$ cat config.mk
export PLATFORM = sky130hd
export DESIGN_NAME = frame_scheduler_flat
export DESIGN_NICKNAME = d
export VERILOG_FILES = /design/src/rtl/tetris_pkg.sv /design/src/rtl/frame_scheduler_if.sv /design/src/rtl/flash_sequencer.sv /design/src/rtl/frame_scheduler.sv /design/src/flat_wrapper.sv
export SDC_FILE = /design/constraint.sdc
export NUM_CORES = 1
export LEC_CHECK = 0
export BUFFER_PORTS_ARGS = -buffer_cell sky130_fd_sc_hd__buf_2
export CORE_AREA = 2 2 242 244
export DETAILED_ROUTE_END_ITERATION = 7
export DIE_AREA = 0 0 244 246
export SLEW_MARGIN = 20
export SYNTH_ARGS = -nofsm -noshare
export SYNTH_HDL_FRONTEND = slang
export SYNTH_SLANG_ARGS = --single-unit
$ cat constraint.sdc
create_clock -name clk -period 2.4 [get_ports clk]
set_input_delay 0.48 -clock clk [delete_from_list [all_inputs] [get_ports clk]]
set_output_delay 0.48 -clock clk [all_outputs]
set_load 0.005 [all_outputs]
$ cat src/rtl/tetris_pkg.sv
// Shared field geometry and scheduler state encoding for the Tetris display path.
package tetris_pkg;

    localparam int COLS  = 10;
    localparam int ROWS  = 20;
    localparam int CELLS = COLS * ROWS;

    typedef enum logic [2:0] {
        IDLE      = 3'd0,
        ARM       = 3'd1,
        FLASH_ON  = 3'd2,
        FLASH_OFF = 3'd3,
        DONE      = 3'd4
    } sched_state_t;

    // Spread one bit per block row across all ten cells of that row.
    function automatic logic [CELLS-1:0] expand_rows(input logic [ROWS-1:0] rows);
        logic [CELLS-1:0] mask;
        mask = '0;
        for (int r = 0; r < ROWS; r++) begin
            mask[r*COLS +: COLS] = {COLS{rows[r]}};
        end
        return mask;
    endfunction

endpackage

$ cat src/rtl/frame_scheduler_if.sv
// Bundle of the game-logic and display signals around the frame scheduler.
interface frame_scheduler_if;
    import tetris_pkg::*;

    logic             vs;
    logic [CELLS-1:0] matrix_in;
    logic             matrix_wr;
    logic             clear_req;
    logic [ROWS-1:0]  clear_rows;
    logic             fail;
    logic             clear_ack;
    logic             clear_done;
    logic             busy;
    logic             frame_tick;
    logic [CELLS-1:0] matrix_out;
    logic [CELLS-1:0] flash_mask;

    modport master (
        output vs, matrix_in, matrix_wr, clear_req, clear_rows, fail,
        input  clear_ack, clear_done, busy, frame_tick, matrix_out, flash_mask
    );

    modport slave (
        input  vs, matrix_in, matrix_wr, clear_req, clear_rows, fail,
        output clear_ack, clear_done, busy, frame_tick, matrix_out, flash_mask
    );

endinterface

$ cat src/rtl/flash_sequencer.sv
// Row-clear animation: accepts a clear request, alternates flash on/off every
// FLASH_FRAMES frames for FLASH_PHASES phases, then reports completion.
module flash_sequencer
    import tetris_pkg::*;
#(
    parameter int FLASH_FRAMES = 8,
    parameter int FLASH_PHASES = 6
) (
    input  logic             clk,
    input  logic             clrn,
    input  logic             tick,
    input  logic             clear_req,
    input  logic [ROWS-1:0]  clear_rows,
    input  logic             fail,
    output logic             clear_ack,
    output logic             clear_done,
    output logic             busy,
    output logic [CELLS-1:0] flash_mask
);

    localparam logic [3:0] FRAME_LAST = 4'(FLASH_FRAMES - 1);
    localparam logic [3:0] PHASE_LAST = 4'(FLASH_PHASES - 1);

    sched_state_t    state_q, state_d;
    logic [3:0]      frame_cnt_q, frame_cnt_d;
    logic [3:0]      phase_cnt_q, phase_cnt_d;
    logic [ROWS-1:0] rows_q, rows_d;
    logic            accept;

    // State, counters and latched rows.
    // NOTE: sequential state uses <= so every flop samples pre-edge values.
    always_ff @(posedge clk or negedge clrn) begin
        if (!clrn) begin
            state_q     <= IDLE;
            frame_cnt_q <= '0;
            phase_cnt_q <= '0;
            rows_q      <= '0;
        end else begin
            state_q     <= state_d;
            frame_cnt_q <= frame_cnt_d;
            phase_cnt_q <= phase_cnt_d;
            rows_q      <= rows_d;
        end
    end

    // Next-state, counter and accept decode.
    // NOTE: every output gets a default first so no path can infer a latch.
    always_comb begin
        state_d     = state_q;
        frame_cnt_d = frame_cnt_q;
        phase_cnt_d = phase_cnt_q;
        rows_d      = rows_q;
        accept      = 1'b0;

        unique case (state_q)
            IDLE: begin
                frame_cnt_d = '0;
                phase_cnt_d = '0;
                if (clear_req && !fail) begin
                    accept  = 1'b1;
                    rows_d  = clear_rows;
                    state_d = ARM;
                end
            end
            ARM: begin
                if (rows_q == '0) begin
                    state_d = DONE;
                end else if (tick) begin
                    state_d = FLASH_ON;
                end
            end
            FLASH_ON, FLASH_OFF: begin
                if (tick) begin
                    if (frame_cnt_q == FRAME_LAST) begin
                        frame_cnt_d = '0;
                        if (phase_cnt_q == PHASE_LAST) begin
                            phase_cnt_d = '0;
                            state_d     = DONE;
                        end else begin
                            phase_cnt_d = phase_cnt_q + 4'd1;
                            state_d     = (state_q == FLASH_ON) ? FLASH_OFF : FLASH_ON;
                        end
                    end else begin
                        frame_cnt_d = frame_cnt_q + 4'd1;
                    end
                end
            end
            DONE: begin
                state_d = IDLE;
            end
            default: begin
                state_d = IDLE;
            end
        endcase

        // Game over aborts any animation in progress without completing it.
        if (fail && state_q != IDLE) begin
            state_d     = IDLE;
            frame_cnt_d = '0;
            phase_cnt_d = '0;
        end
    end

    // Registered handshake pulses and flash mask, aligned to the state they describe.
    always_ff @(posedge clk or negedge clrn) begin
        if (!clrn) begin
            clear_ack  <= 1'b0;
            clear_done <= 1'b0;
            flash_mask <= '0;
        end else begin
            clear_ack  <= accept;
            clear_done <= (state_q == DONE) && !fail;
            flash_mask <= (state_d == FLASH_ON) ? expand_rows(rows_q) : '0;
        end
    end

    assign busy = (state_q != IDLE);

endmodule

$ cat src/rtl/frame_scheduler.sv
// Frame scheduler: vsync edge detection, tear-free double buffering of the
// game field, and the row-clear flash animation.
module frame_scheduler
    import tetris_pkg::*;
#(
    parameter int FLASH_FRAMES = 8,
    parameter int FLASH_PHASES = 6
) (
    input  logic              clk,
    input  logic              clrn,
    frame_scheduler_if.slave  bus
);

    logic             vs_q;
    logic             frame_edge;
    logic             frame_tick_q;
    logic             dirty;
    logic [CELLS-1:0] pending;
    logic [CELLS-1:0] matrix_q;

    // vs is already in the pixel clock domain, so one register suffices for edge detection.
    assign frame_edge = vs_q & ~bus.vs;

    // Registered vsync and one-cycle frame tick on each falling edge.
    always_ff @(posedge clk or negedge clrn) begin
        if (!clrn) begin
            vs_q         <= 1'b1;
            frame_tick_q <= 1'b0;
        end else begin
            vs_q         <= bus.vs;
            frame_tick_q <= frame_edge;
        end
    end

    // Double buffer: writes land in pending, the display copy only moves on a frame edge.
    // NOTE: the field buffers are plain flops, so they take the async reset like any other state.
    always_ff @(posedge clk or negedge clrn) begin
        if (!clrn) begin
            pending  <= '0;
            matrix_q <= '0;
            dirty    <= 1'b0;
        end else begin
            if (bus.matrix_wr) begin
                pending <= bus.matrix_in;
            end
            if (frame_edge) begin
                if (bus.matrix_wr) begin
                    matrix_q <= bus.matrix_in;
                end else if (dirty) begin
                    matrix_q <= pending;
                end
                dirty <= 1'b0;
            end else if (bus.matrix_wr) begin
                dirty <= 1'b1;
            end
        end
    end

    assign bus.frame_tick = frame_tick_q;
    assign bus.matrix_out = matrix_q;

    flash_sequencer #(
        .FLASH_FRAMES (FLASH_FRAMES),
        .FLASH_PHASES (FLASH_PHASES)
    ) u_flash_sequencer (
        .clk        (clk),
        .clrn       (clrn),
        .tick       (frame_edge),
        .clear_req  (bus.clear_req),
        .clear_rows (bus.clear_rows),
        .fail       (bus.fail),
        .clear_ack  (bus.clear_ack),
        .clear_done (bus.clear_done),
        .busy       (bus.busy),
        .flash_mask (bus.flash_mask)
    );

endmodule

$ cat src/flat_wrapper.sv
// flat-port wrapper written by rule: the top's interface ports become plain ports
module frame_scheduler_flat import tetris_pkg::*;
#(
    parameter int FLASH_FRAMES = 8,
    parameter int FLASH_PHASES = 6
)
  (clk, clrn, bus_vs, bus_matrix_in, bus_matrix_wr, bus_clear_req, bus_clear_rows, bus_fail, bus_clear_ack, bus_clear_done, bus_busy, bus_frame_tick, bus_matrix_out, bus_flash_mask);
  frame_scheduler_if bus_i ();
  input  logic clk;
  input  logic clrn;
  input wire logic [$bits(bus_i.vs)-1:0] bus_vs;
  input wire logic [$bits(bus_i.matrix_in)-1:0] bus_matrix_in;
  input wire logic [$bits(bus_i.matrix_wr)-1:0] bus_matrix_wr;
  input wire logic [$bits(bus_i.clear_req)-1:0] bus_clear_req;
  input wire logic [$bits(bus_i.clear_rows)-1:0] bus_clear_rows;
  input wire logic [$bits(bus_i.fail)-1:0] bus_fail;
  output wire logic [$bits(bus_i.clear_ack)-1:0] bus_clear_ack;
  output wire logic [$bits(bus_i.clear_done)-1:0] bus_clear_done;
  output wire logic [$bits(bus_i.busy)-1:0] bus_busy;
  output wire logic [$bits(bus_i.frame_tick)-1:0] bus_frame_tick;
  output wire logic [$bits(bus_i.matrix_out)-1:0] bus_matrix_out;
  output wire logic [$bits(bus_i.flash_mask)-1:0] bus_flash_mask;
  assign bus_i.vs = bus_vs;
  assign bus_i.matrix_in = bus_matrix_in;
  assign bus_i.matrix_wr = bus_matrix_wr;
  assign bus_i.clear_req = bus_clear_req;
  assign bus_i.clear_rows = bus_clear_rows;
  assign bus_i.fail = bus_fail;
  assign bus_clear_ack = bus_i.clear_ack;
  assign bus_clear_done = bus_i.clear_done;
  assign bus_busy = bus_i.busy;
  assign bus_frame_tick = bus_i.frame_tick;
  assign bus_matrix_out = bus_i.matrix_out;
  assign bus_flash_mask = bus_i.flash_mask;
  frame_scheduler #(.FLASH_FRAMES(FLASH_FRAMES), .FLASH_PHASES(FLASH_PHASES)) u_core (.clk(clk), .clrn(clrn), .bus(bus_i));
endmodule
Word level (Yosys, flattened, before mapping)
Index checks and enable logic that the tools add are counted.
{"block": "op_classes", "n_addsub": 2, "n_eq_ne": 9, "n_bitwise": 2, "n_mux": 25, "reduce_logical": 15}
{"op": "200-bit 2-to-1 mux", "count": 3}
{"op": "4-bit 2-to-1 mux", "count": 7}
{"op": "3-bit 2-to-1 mux", "count": 7}
{"op": "20-bit logical NOT", "count": 1}
{"op": "4-bit one-hot mux with 2 select lines", "count": 2}
{"op": "3-bit by 2-bit equality test with 1-bit output (second input constant)", "count": 3}
{"op": "3-bit one-hot mux with 3 select lines", "count": 1}
{"op": "4-bit by 1-bit adder with 4-bit output (second input constant)", "count": 2}
{"op": "4-bit by 3-bit equality test with 1-bit output (second input constant)", "count": 2}
{"op": "2-bit AND reduction", "count": 3}
{"op": "3-bit nonzero test", "count": 2}
{"op": "1-bit 2-to-1 mux", "count": 5}
{"op": "2-bit nonzero test", "count": 2}
{"op": "3-bit by 1-bit equality test with 1-bit output (second input constant)", "count": 1}
{"op": "3-bit equality test (second input constant)", "count": 1}
{"op": "1-bit logical AND", "count": 3}
{"op": "3-bit logical NOT", "count": 1}
{"op": "3-bit by 2-bit != test with 1-bit output (second input constant)", "count": 1}
{"op": "3-bit != test (second input constant)", "count": 1}
{"op": "3-bit AND reduction", "count": 1}
{"op": "2-bit OR reduction", "count": 1}
{"op": "1-bit AND", "count": 1}
{"op": "1-bit logical NOT", "count": 1}
{"op": "1-bit NOT", "count": 1}
{"block": "word_totals", "wordCells": 65, "input_bits": 226, "output_inout_bits": 404, "ff_bits": 636}

Depth between registers and ports, before layout
{"block": "logic_depth", "word_depth": 9, "depth_mapped": 7, "mapped_depth_nobuf": 6}

Cells and area by module
A second synthesis with hierarchy kept.
{"block": "unflattened", "cells_unflattened": 1229, "area_unflattened_um2": 19488.7}
{"mod": "frame_scheduler", "cells_each": 851, "seq_area_each_um2": 10085.9, "instances": 1, "area_each_um2": 15843.9}
{"mod": "flash_sequencer", "cells_each": 378, "seq_area_each_um2": 1326.3, "instances": 1, "area_each_um2": 3644.7}

Worst setup path before layout
Ideal clock, no wire load.
{"block": "synth_timing", "path_kind": "reg-to-reg", "start": "reg u_core.u_flash_sequencer.frame_cnt_q[0]", "end": "reg u_core.u_flash_sequencer.flash_mask[119]", "setup_time_ns": 0.121, "n_path_buf": 2, "t_required_ns": 2.279, "path_slack_ns": 0.662, "t_arrival_ns": 1.617, "period_less_slack_ns": 1.738, "path_stages_with_launch": 8, "path_cell_list": "dfrtp_1 > ha_1 > and3b_1 > buf_6 > a2111o_1 > buf_6 > nand4_1 > a21oi_2"}
{"block": "synth_via", "elab_chain_cells": 7}
{"element": "start: declaration", "line": "flash_sequencer.sv:25", "text": "logic [3:0] frame_cnt_q, frame_cnt_d;"}
{"element": "start signal: assignment", "line": "flash_sequencer.sv:40", "text": "frame_cnt_q <= frame_cnt_d;"}
{"element": "4-bit by 3-bit equality test with 1-bit output", "line": "flash_sequencer.sv:74", "text": "if (frame_cnt_q == FRAME_LAST) begin"}
{"element": "3-bit 2-to-1 mux", "line": "flash_sequencer.sv:74"}
{"element": "3-bit 2-to-1 mux", "line": "flash_sequencer.sv:73", "text": "if (tick) begin"}
{"element": "3-bit one-hot mux with 3 select lines", "line": "flash_sequencer.sv:55", "text": "unique case (state_q)"}
{"element": "3-bit 2-to-1 mux", "line": "flash_sequencer.sv:97", "text": "if (fail && state_q != IDLE) begin"}
{"element": "3-bit by 2-bit equality test with 1-bit output", "line": "flash_sequencer.sv:113", "text": "flash_mask <= (state_d == FLASH_ON) ? expand_rows(rows_q) : '0;"}
{"element": "200-bit 2-to-1 mux", "line": "flash_sequencer.sv:113"}
{"element": "end signal: assignment", "line": "flash_sequencer.sv:113"}
{"element": "end: declaration", "line": "flash_sequencer.sv:18", "text": "output logic [CELLS-1:0] flash_mask"}
No other way between the ends.
A chain may end at the register's enable or synchronous reset.

Worst setup path in the final report
{"block": "layout_timing", "start": "reg u_core.u_flash_sequencer.state_q[1]", "end": "out bus_busy"}
{"block": "layout_via", "elab_chain_cells": 1}
{"element": "start: declaration", "line": "flash_sequencer.sv:24", "text": "sched_state_t state_q, state_d;"}
{"element": "start signal: assignment", "line": "flash_sequencer.sv:39", "text": "state_q <= state_d;"}
{"element": "3-bit nonzero test", "line": "flash_sequencer.sv:117", "text": "assign busy = (state_q != IDLE);"}
{"element": "end: declaration", "line": "flat_wrapper.sv:19", "text": "output wire logic [$bits(bus_i.busy)-1:0] bus_busy;"}
No other way between the ends.

==> run metrics <==
status complete, no violations; RSZ-0062 raised after global routing false; vias in the first global route 11775; Net Switching 5.76 mW; Crit Path Class flip-flop to output port; leakage power 11.3 nW; Startpoint Class flip-flop; Comb power frac 0.181; GRT Total Usage 0.152; first-pass GRT wire length 70000 µm; Placed Area 21600 µm²; Synth-to-Final Area Change 25.3%; HP Class primary input to flip-flop; Post-synth top flop dfrtp_1; remaining antenna violation count 0; PwrDens 920 nW/µm²; Int Power 15.8 mW; Cells after Synth 1230; Post-Syn Nets 1459; Final #Nets 1942; syn_area_per_cell 15.2 µm²; clk root buf clkbuf_16; met2 Resource Use GR 0.280; Net Sw Frac 0.268; DRC errors left 0; async set or reset register ratio after synthesis 1.00; global route hottest layer met2; critical path peak fanout 13; Starting Density 0.325; Total Power 21.5 mW; post-DP HPWL 35100 µm; EDFF count, synth 0; CTS Hold Buffers Added 2; worst vdd ir 693 µV; crit path DAT 1720 ps; Unique masters post-synth 44; Crit. End Element output port; post-layout util 0.407; row cnt 88; core area 57400 µm²; GRT met3 Usage 0.0394; CTS clk-pin slew, worst paths 60 ps; commonest non-fill, non-tap cell in the layout buf_2; Seq/Total Area, Yosys 0.612; max-cap check violation count 0; slew margin rel. 0.497; WL/cell 18.6 µm; # setup viols final 0; number of gates resized after cts 0; worst-case clock buffer depth 3; Final min period 2200 ps; post-route cell area 23400 µm²; commonest cells after routing, fill and taps aside buf_2 (627), dfrtp_1 (455), mux2_2 (422), clkbuf_16 (51); initial antenna violation count 13; GP Congestion 0.821; Vias 11320; Die Width 244 µm; port bufs 629; Clk network pwr share 0.365; chip height 246 µm; via/cell ratio 4.47; pin count of the biggest net entering global routing 87; cell area after synthesis 18700 µm²; sequential power share 0.454; clock sink total 456; drt first pass iters 4; Worst EP required 1920 ps; final setup TNS 0 ps; DRT iter0 DRCs 359; Tcrit/Tclk final 0.917; H-tree depth 2; WL final 47000 µm; Cells after DPL 2423; Max Fclk 454 MHz; met1 GRT Util 0.159; FF+latch count, synth 456; Final Skew 17.2 ps; CTS tree done; worst-margin pin slew 754 ps; synth warn 0; Final Max Slew Viols 0; IO Count 630; Hold Fails Final Rpt 0; number of fillers in the final layout 5403; share of cells above drive strength 1 0.684; Setup Buffers After CTS 0; Post-Layout Cell Count 2531; die area 60000 µm²; GRT overflow 0; Clk Latency, worst-skew pair 590 ps; CTS Buf Count 51
-- metal layers --
metal	wire length, µm	vias to the layer above
met3	3020	94
met5	53	-
met2	25700	371
met4	1820	8
met1	16400	5741
li1	-	5106
-- final timing paths --
check / from / slack (ps) / cells after the start / to
worst min-delay path: bus_clear_rows[15] / 120 / 2 / u_core.u_flash_sequencer.rows_q[15]
min in group asynchronous: clrn / 380 / 2 / u_core.pending[46]
worst min register to register: u_core.pending[82] / 490 / 1 / u_core.pending[82]
max in group asynchronous: clrn / 1140 / 4 / u_core.vs_q
worst max register to register: u_core.u_flash_sequencer.frame_cnt_q[0] / 270 / 5 / u_core.u_flash_sequencer.flash_mask[99]
worst max-delay path: u_core.u_flash_sequencer.state_q[1] / 200 / 2 / bus_busy
-- per-stage QoR --
step	hold slack [ps]	worst slack, ps
2_1_floorplan	184	662
3_3_place_gp	391	276
3_5_place_dp	397	246
4_1_cts	73.7	150
5_1_grt	93.2	123
6_report	121	199
-- worst max-delay path, cell delays in order, from the launching register on --
cell and delay (ps):
dfrtp_1 510, or3_1 430, buf_2 200
-- Yosys cell counts, types with 2 or more instances --
library cell / instances / area, µm²
a21oi_2: 19 / 166
and2_1: 2 / 12.5
and3b_1: 4 / 35.0
buf_2: 46 / 230
buf_4: 182 / 1370
buf_6: 6 / 67.6
clkbuf_1: 6 / 22.5
dfrtp_1: 455 / 11400
ha_1: 3 / 37.5
inv_1: 5 / 18.8
mux2_2: 422 / 4750
nand2_1: 2 / 7.51
nand2b_1: 3 / 18.8
nand3_1: 3 / 15.0
nand4_1: 22 / 138
nand4b_1: 2 / 17.5
nor2_1: 8 / 30.0
nor3_1: 2 / 10.0
nor4_1: 5 / 31.3
o211ai_1: 2 / 15.0
o21ai_0: 3 / 15.0
o31ai_1: 2 / 15.0
o41ai_1: 5 / 43.8
-- cells by family (layout without fill, tap and decap cells) --
| kind of cell | after synthesis | in the layout | synth area share |
|---|---|---|---|
| buffers and inverters | 246 | 771 | 0.0916 |
| flip-flops | 456 | 456 | 0.612 |
| adder cells (fa/ha/maj) | 3 | 3 | 0.00201 |
| multiplexers | 422 | 422 | 0.255 |
| other | 0 | 11 | 0 |
| XOR/XNOR | 1 | 1 | 0.000470 |
| AO/OA/AOI/OAI | 41 | 41 | 0.0194 |
| AND/OR/NAND/NOR | 61 | 61 | 0.0201 |
-- flip-flops by register name, summed over array words and instances (netlist names) --
register                              flops
u_core.bus.frame_tick                     1
u_core.bus.matrix_out                   200
u_core.dirty                              1
u_core.pending                          200
u_core.u_flash_sequencer.clear_ack        1
u_core.u_flash_sequencer.clear_done       1
u_core.u_flash_sequencer.flash_mask      20
u_core.u_flash_sequencer.frame_cnt_q      4
u_core.u_flash_sequencer.phase_cnt_q      4
u_core.u_flash_sequencer.rows_q          20
u_core.u_flash_sequencer.state_q          3
u_core.vs_q                               1
-- power by group through the flow --
| stage | logic, mW | clock network (mW) | registers [mW] |
|---|---|---|---|
| CTS | 3.99 | 8.10 | 9.79 |
| detailed placement | 3.98 | 0 | 9.90 |
| finish | 3.89 | 7.85 | 9.77 |
| global route | 4.24 | 8.41 | 9.94 |
| floorplan | 2.18 | 0 | 9.82 |
| global placement | 3.90 | 0 | 9.86 |
-- final cells by class --
type / instances / area, µm² / area share
multi-input cells: 528 / 5550 / 0.237
inverters: 6 / 22.5 / 0.000964
well taps: 765 / 957 / 0.0410
repair buffers: 670 / 3690 / 0.158
clock inverters: 25 / 294 / 0.0126
flip-flops and latches: 456 / 11400 / 0.488
diodes: 11 / 27.5 / 0.00118
clock buffers: 70 / 1420 / 0.0607
Power figures use the tool's default switching activity.
